[src/rtl/alu_pkg.sv]
// Shared definitions for the pipelined Y-86 execute ALU: operation and
// condition encodings, condition-code reset value and condition evaluator.
package alu_pkg;

    typedef enum logic [1:0] {
        ALU_ADD = 2'd0,
        ALU_SUB = 2'd1,
        ALU_AND = 2'd2,
        ALU_XOR = 2'd3
    } alu_op_e;

    typedef enum logic [2:0] {
        COND_ALWAYS = 3'd0,
        COND_LE     = 3'd1,
        COND_L      = 3'd2,
        COND_E      = 3'd3,
        COND_NE     = 3'd4,
        COND_GE     = 3'd5,
        COND_G      = 3'd6,
        COND_RSVD   = 3'd7
    } cond_e;

    // Condition codes are packed {ZF,SF,OF}; reset leaves "equal" set.
    localparam logic [2:0] CC_RESET = 3'b100;

    // Y-86 jump/cmov predicate evaluated against a {ZF,SF,OF} vector.
    function automatic logic cond_eval(input logic [2:0] cc, input logic [2:0] fn);
        logic zf;
        logic sf;
        logic of;
        logic lt;
        zf = cc[2];
        sf = cc[1];
        of = cc[0];
        lt = sf ^ of;
        case (fn)
            COND_ALWAYS: cond_eval = 1'b1;
            COND_LE:     cond_eval = lt | zf;
            COND_L:      cond_eval = lt;
            COND_E:      cond_eval = zf;
            COND_NE:     cond_eval = !zf;
            COND_GE:     cond_eval = !lt;
            COND_G:      cond_eval = !lt && !zf;
            default:     cond_eval = 1'b0;
        endcase
    endfunction

endpackage

[src/rtl/alu_pipe_if.sv]
// Valid/ready operation and result channels of the pipelined ALU.
// master: producer/consumer side; slave: the ALU itself.
interface alu_pipe_if #(
    parameter int WIDTH = 64
) ();
    logic             in_valid;
    logic             in_ready;
    logic [1:0]       in_op;
    logic [WIDTH-1:0] in_a;
    logic [WIDTH-1:0] in_b;
    logic             in_set_cc;
    logic             out_valid;
    logic             out_ready;
    logic [WIDTH-1:0] out_result;
    logic             out_zf;
    logic             out_sf;
    logic             out_of;

    modport master (
        output in_valid, in_op, in_a, in_b, in_set_cc, out_ready,
        input  in_ready, out_valid, out_result, out_zf, out_sf, out_of
    );

    modport slave (
        input  in_valid, in_op, in_a, in_b, in_set_cc, out_ready,
        output in_ready, out_valid, out_result, out_zf, out_sf, out_of
    );
endinterface

[src/rtl/alu_core.sv]
// Combinational WIDTH-bit two's-complement datapath: ADD/SUB/AND/XOR with
// zero, sign and signed-overflow flags. Carry-out is discarded.
module alu_core
    import alu_pkg::*;
#(
    parameter int WIDTH = 64
) (
    input  logic [1:0]              op_i,
    input  logic signed [WIDTH-1:0] a_i,
    input  logic signed [WIDTH-1:0] b_i,
    output logic signed [WIDTH-1:0] result_o,
    output logic                    zf_o,
    output logic                    sf_o,
    output logic                    of_o
);

    logic sa;
    logic sb;
    logic sr;

    assign sa = a_i[WIDTH-1];
    assign sb = b_i[WIDTH-1];
    assign sr = result_o[WIDTH-1];

    // Select the operation result and its overflow rule.
    always_comb begin
        result_o = '0;
        of_o     = 1'b0;
        case (op_i)
            ALU_ADD: begin
                result_o = a_i + b_i;
                of_o     = (sa == sb) && (sr != sa);
            end
            ALU_SUB: begin
                result_o = a_i - b_i;
                of_o     = (sa != sb) && (sr != sa);
            end
            ALU_AND: result_o = a_i & b_i;
            default: result_o = a_i ^ b_i;
        endcase
    end

    assign zf_o = (result_o == '0);
    assign sf_o = sr;

endmodule

[src/rtl/alu_pipe.sv]
// Two-stage valid/ready Y-86 execute ALU with architectural {ZF,SF,OF}.
// Optional feature macro: ALU_COND_EN -- when defined, cnd evaluates the
// Y-86 condition selected by cond_fn against cc; otherwise cnd is 1.
module alu_pipe
    import alu_pkg::*;
#(
    parameter int WIDTH = 64
) (
    input  logic         clk,
    input  logic         rst,
    alu_pipe_if.slave    bus,
    input  logic [2:0]   cond_fn,
    output logic [2:0]   cc,
    output logic         cnd
);

    // Stage 1: registered operation
    logic             vld_p1_q, vld_p1_d;
    logic [1:0]       op_p1_q;
    logic [WIDTH-1:0] a_p1_q;
    logic [WIDTH-1:0] b_p1_q;
    logic             set_cc_p1_q;

    // Stage 2: registered result and flags
    logic             vld_p2_q, vld_p2_d;
    logic [WIDTH-1:0] result_p2_q;
    logic             zf_p2_q, sf_p2_q, of_p2_q;

    logic [2:0]       cc_q, cc_d;

    logic signed [WIDTH-1:0] result_c;
    logic             zf_c, sf_c, of_c;
    logic             accept;
    logic             s2_load;

    // Stage 2 takes a new op whenever it is empty or being drained this cycle.
    assign s2_load       = vld_p1_q && (!vld_p2_q || bus.out_ready);
    assign bus.in_ready  = !vld_p1_q || s2_load;
    assign accept        = bus.in_valid && bus.in_ready;

    alu_core #(.WIDTH(WIDTH)) u_core (
        .op_i     (op_p1_q),
        .a_i      (a_p1_q),
        .b_i      (b_p1_q),
        .result_o (result_c),
        .zf_o     (zf_c),
        .sf_o     (sf_c),
        .of_o     (of_c)
    );

    // Next-state for stage valids and the condition-code register.
    always_comb begin
        vld_p1_d = vld_p1_q;
        vld_p2_d = vld_p2_q;
        cc_d     = cc_q;
        if (accept) begin
            vld_p1_d = 1'b1;
        end else if (s2_load) begin
            vld_p1_d = 1'b0;
        end
        if (s2_load) begin
            vld_p2_d = 1'b1;
        end else if (bus.out_ready) begin
            vld_p2_d = 1'b0;
        end
        if (s2_load && set_cc_p1_q) begin
            cc_d = {zf_c, sf_c, of_c};
        end
    end

    // Control state: stage valids and cc, flushed by reset.
    always_ff @(posedge clk) begin
        if (rst) begin
            vld_p1_q <= 1'b0;
            vld_p2_q <= 1'b0;
            cc_q     <= CC_RESET;
        end else begin
            vld_p1_q <= vld_p1_d;
            vld_p2_q <= vld_p2_d;
            cc_q     <= cc_d;
        end
    end

    // Stage 1 operand capture; contents are meaningless while vld_p1_q is low.
    always_ff @(posedge clk) begin
        if (accept) begin
            op_p1_q     <= bus.in_op;
            a_p1_q      <= bus.in_a;
            b_p1_q      <= bus.in_b;
            set_cc_p1_q <= bus.in_set_cc;
        end
    end

    // Stage 2 result capture; holds while the consumer stalls.
    always_ff @(posedge clk) begin
        if (rst) begin
            result_p2_q <= '0;
            zf_p2_q     <= 1'b0;
            sf_p2_q     <= 1'b0;
            of_p2_q     <= 1'b0;
        end else if (s2_load) begin
            result_p2_q <= result_c;
            zf_p2_q     <= zf_c;
            sf_p2_q     <= sf_c;
            of_p2_q     <= of_c;
        end
    end

    assign bus.out_valid  = vld_p2_q;
    assign bus.out_result = result_p2_q;
    assign bus.out_zf     = zf_p2_q;
    assign bus.out_sf     = sf_p2_q;
    assign bus.out_of     = of_p2_q;
    assign cc             = cc_q;

`ifdef ALU_COND_EN
    assign cnd = cond_eval(cc_q, cond_fn);
`else
    logic unused_cond_fn;
    assign unused_cond_fn = ^cond_fn;
    assign cnd = 1'b1;
`endif

endmodule

[src/flat_wrapper.sv]
// flat-port wrapper written by rule: the top's interface ports become plain ports
module alu_pipe_flat import alu_pkg::*;
#(
    parameter int WIDTH = 64
)
  (clk, rst, cond_fn, cc, cnd, bus_in_valid, bus_in_op, bus_in_a, bus_in_b, bus_in_set_cc, bus_out_ready, bus_in_ready, bus_out_valid, bus_out_result, bus_out_zf, bus_out_sf, bus_out_of);
  alu_pipe_if #(.WIDTH(WIDTH)) bus_i ();
  input  logic clk;
  input  logic rst;
  input  logic [2:0] cond_fn;
  output logic [2:0] cc;
  output logic cnd;
  input wire logic [$bits(bus_i.in_valid)-1:0] bus_in_valid;
  input wire logic [$bits(bus_i.in_op)-1:0] bus_in_op;
  input wire logic [$bits(bus_i.in_a)-1:0] bus_in_a;
  input wire logic [$bits(bus_i.in_b)-1:0] bus_in_b;
  input wire logic [$bits(bus_i.in_set_cc)-1:0] bus_in_set_cc;
  input wire logic [$bits(bus_i.out_ready)-1:0] bus_out_ready;
  output wire logic [$bits(bus_i.in_ready)-1:0] bus_in_ready;
  output wire logic [$bits(bus_i.out_valid)-1:0] bus_out_valid;
  output wire logic [$bits(bus_i.out_result)-1:0] bus_out_result;
  output wire logic [$bits(bus_i.out_zf)-1:0] bus_out_zf;
  output wire logic [$bits(bus_i.out_sf)-1:0] bus_out_sf;
  output wire logic [$bits(bus_i.out_of)-1:0] bus_out_of;
  assign bus_i.in_valid = bus_in_valid;
  assign bus_i.in_op = bus_in_op;
  assign bus_i.in_a = bus_in_a;
  assign bus_i.in_b = bus_in_b;
  assign bus_i.in_set_cc = bus_in_set_cc;
  assign bus_i.out_ready = bus_out_ready;
  assign bus_in_ready = bus_i.in_ready;
  assign bus_out_valid = bus_i.out_valid;
  assign bus_out_result = bus_i.out_result;
  assign bus_out_zf = bus_i.out_zf;
  assign bus_out_sf = bus_i.out_sf;
  assign bus_out_of = bus_i.out_of;
  alu_pipe #(.WIDTH(WIDTH)) u_core (.clk(clk), .rst(rst), .bus(bus_i), .cond_fn(cond_fn), .cc(cc), .cnd(cnd));
endmodule
[config.mk]
export PLATFORM = sky130hd
export DESIGN_NAME = alu_pipe_flat
export DESIGN_NICKNAME = d
export VERILOG_FILES = /design/src/rtl/alu_pkg.sv /design/src/rtl/alu_pipe_if.sv /design/src/rtl/alu_core.sv /design/src/rtl/alu_pipe.sv /design/src/flat_wrapper.sv
export SDC_FILE = /design/constraint.sdc
export NUM_CORES = 1
export LEC_CHECK = 0
export ABC_AREA = 1
export ABC_CLOCK_PERIOD_IN_PS = 5900
export CAP_MARGIN = 20
export CORE_UTILIZATION = 45
export CTS_CLUSTER_DIAMETER = 40
export DETAILED_ROUTE_END_ITERATION = 10
export GPL_TIMING_DRIVEN = 0
export HOLD_SLACK_MARGIN = 0.05
export PLACE_DENSITY = 0.69
export RECOVER_POWER = 50
export SLEW_MARGIN = 20
export SYNTH_ARGS = -nofsm -noshare
export SYNTH_HDL_FRONTEND = slang
export SYNTH_SLANG_ARGS = --single-unit
[constraint.sdc]
create_clock -name clk -period 5.9 [get_ports clk]
set_input_delay 1.18 -clock clk [delete_from_list [all_inputs] [get_ports clk]]
set_output_delay 1.18 -clock clk [all_outputs]
set_load 0.02 [all_outputs]
==> metrics <==
max-cap violations 1; share of flip-flops with an asynchronous set or reset 0%; CP max stage cell clkdlybuf4s15_1; Synth Register Bits 202; Die Y 192 um; power after layout 5.09 mW; Initial DRC Count 1,400; pin count of the biggest net entering global routing 81; sequential area share after synthesis 33.0%; vias post-DR 16,500; number of flops mapped to enable cells by yosys 131; total CTS buffers 29; Die Span X 192 um; ys flop type edfxtp_1; most frequent cell on the critical path nand2_1; Mapped Cells 2,370; CTS-repair resized insts 0; core area 0.0356 sq mm; PwrDens 255 mW/mm^2; clock net sink count 202; Cell Area, Synth 0.0162 sq mm; area delta synth->final 22.8%; FP Rows 69; Overflow after GRT 0; worst hold slack 0.497 ns; Cell variety after synth 47; Synth area leader edfxtp_1; max_slew headroom -59.4%; Setup Buffers After CTS 0; Syn Nets 2,637; fillers 3,502; Total GRT Usage 32.5%; Area after DPL 0.0189 sq mm; Reg clk slew, reported paths 0.06 ns; most common cell after layout, fill and taps aside nand2_1; vias in the first global route 15,100; Placed Cells incl. Taps 3,037; Final TNS setup 0 ns; Clock Root Buffer clkbuf_16; drt drc 0; DIE AREA 0.0368 sq mm; top cell type's share of synthesized area 24.2%; final hold violations 0; GPL Wtd Cong 0.985; RSZ-0062 raised after global routing no; Critical Path RT 6.41 ns; Vias per Instance 5.35; Max FO, Critical Path 12; Synth area leaders edfxtp_1 (24%), nand2_1 (15%), ha_1 (9.9%); first-pass GRT wire length 88,200 um; IO Pins 211; Routed Wire Length 60,100 um; final net count 2,873; H-tree depth 1; port bufs 205; Leak 9.76 nW; WS Path Type reg2reg; Synth Warn # 0; failing checks capacitance limit, slew limit; Setup-failing EPs final 0; Starting Density 45.6%; cell area after layout 0.0199 sq mm; VDD IR max 287 uV; Hold Crit Class reg2reg; initial antenna violation count 0; Worst Path Arrival 6.03 ns; FMAX 0.181 GHz; layout cells sized above 1 5.02%; Slew @ Worst Pin 2.38 ns; wire per inst 19.5 um; Final Skew 0.00972 ns; final worst slack 0.386 ns; CP peak stage delay 0.75 ns; Max Slew Vio Count 53; hold buffers post-CTS 0; ant diodes 0; clock latency on the worst-skew pair 0.57 ns; crit end category register; CTS tree built; most frequent cells in the layout nand2_1 (670), inv_1 (420), nor2_1 (263); post-detail-place hpwl 50,700 um; min Tclk post-route 5.51 ns; dpl ws 0.218 ns; Finished Core Util 56.0%; post-route ant nets 0; status complete, but fails checks; flop2flop setup slack 0.39 ns; Worst setup SP type register; Non-Filler Instances 3,090; fin crit share 93.5%; Mapped Avg Cell Area 6.85 sq um; deepest clock path buffer count 3; DR pass1 iterations 6
-- kinds of logic after synthesis --
| kind of cell | count (synthesis) | share of synthesized area [%] |
|---|---|---|
| xor gates and xnor gates | 63 | 3.40 |
| DFF | 202 | 33.0 |
| other | 1 | 0.0231 |
| adders and majority gates | 129 | 9.99 |
| and+or+nand+nor | 1189 | 30.7 |
| buffers and inverters | 498 | 11.6 |
| AOI/OAI and AO/OA | 288 | 11.3 |
-- Yosys cell counts (2+ instances only) --
cell type / n
xor2_1: 40
o21ai_2: 2
nand2_1: 670
edfxtp_1: 131
dfxtp_1: 71
nand3_2: 2
o21ai_1: 5
nand3_1: 153
nand3b_1: 20
xnor2_1: 23
nor2_2: 16
buf_4: 2
o41ai_1: 2
o21bai_1: 15
nand4_2: 2
clkbuf_1: 23
o21a_1: 5
o31ai_1: 4
clkinv_1: 4
a22o_1: 53
a21oi_1: 97
o211ai_1: 37
o21ai_0: 61
inv_1: 421
nor2_4: 2
nand2_2: 7
nand4_1: 22
ha_1: 128
nor2_1: 263
inv_2: 27
buf_2: 8
buf_1: 13
nor4_1: 17
nor3_2: 3
nor3_1: 9
-- final timing paths --
check / startpoint / end / cells past startpoint
max: u_core.op_p1_q[1] / u_core.bus.out_zf / 27
min: u_core.bus.out_result[47] / u_core.bus.out_result[47] / 2
max reg2reg: u_core.op_p1_q[1] / u_core.bus.out_zf / 27
min reg2reg: u_core.bus.out_result[47] / u_core.bus.out_result[47] / 2
-- registers in the layout, summed over array words and instances (netlist names) --
| register | flops |
|---|---|
| u_core.cc | 3 |
| u_core.set_cc_p1_q | 1 |
| u_core.bus.out_zf | 1 |
| u_core.a_p1_q | 64 |
| u_core.bus.out_result | 63 |
| u_core.bus.out_of | 1 |
| u_core.bus.out_valid | 1 |
| u_core.op_p1_q | 2 |
| u_core.bus.out_sf | 1 |
| u_core.b_p1_q | 64 |
| u_core.vld_p1_q | 1 |
-- metal layers --
layer	wire, um	global-route usage (%)
met4	1130	6.14
met3	5790	5.85
met1	28800	49.2
met2	24400	47.6
met5	0	0
-- cell type report --
class,instances,area (sq um),share of cell area (%)
inverter,452,1700,8.52
buffer,45,194,0.973
timing repair buffer,206,2060,10.3
multi-input combinational,1670,9020,45.2
tap,461,577,2.89
clock buffer,32,758,3.80
sequential,202,5360,26.9
clock inverter,22,272,1.36
-- critical path, delay by kind of cell (launching register included) --
kind                       cells  cell delay [ns]
AOI/OAI and AO/OA              1             0.16
adders and majority gates      1             0.50
buffers and inverters          4             1.52
DFF                            1             0.53
and+or+nand+nor               21             2.72
-- report_power, final --
part	total [mW]	internal, mW	switching [mW]
sequential	1.70	1.61	0.0851
combinational	1.57	0.537	1.04
clock	1.82	1.12	0.691
(Power assumes the default switching activity.)
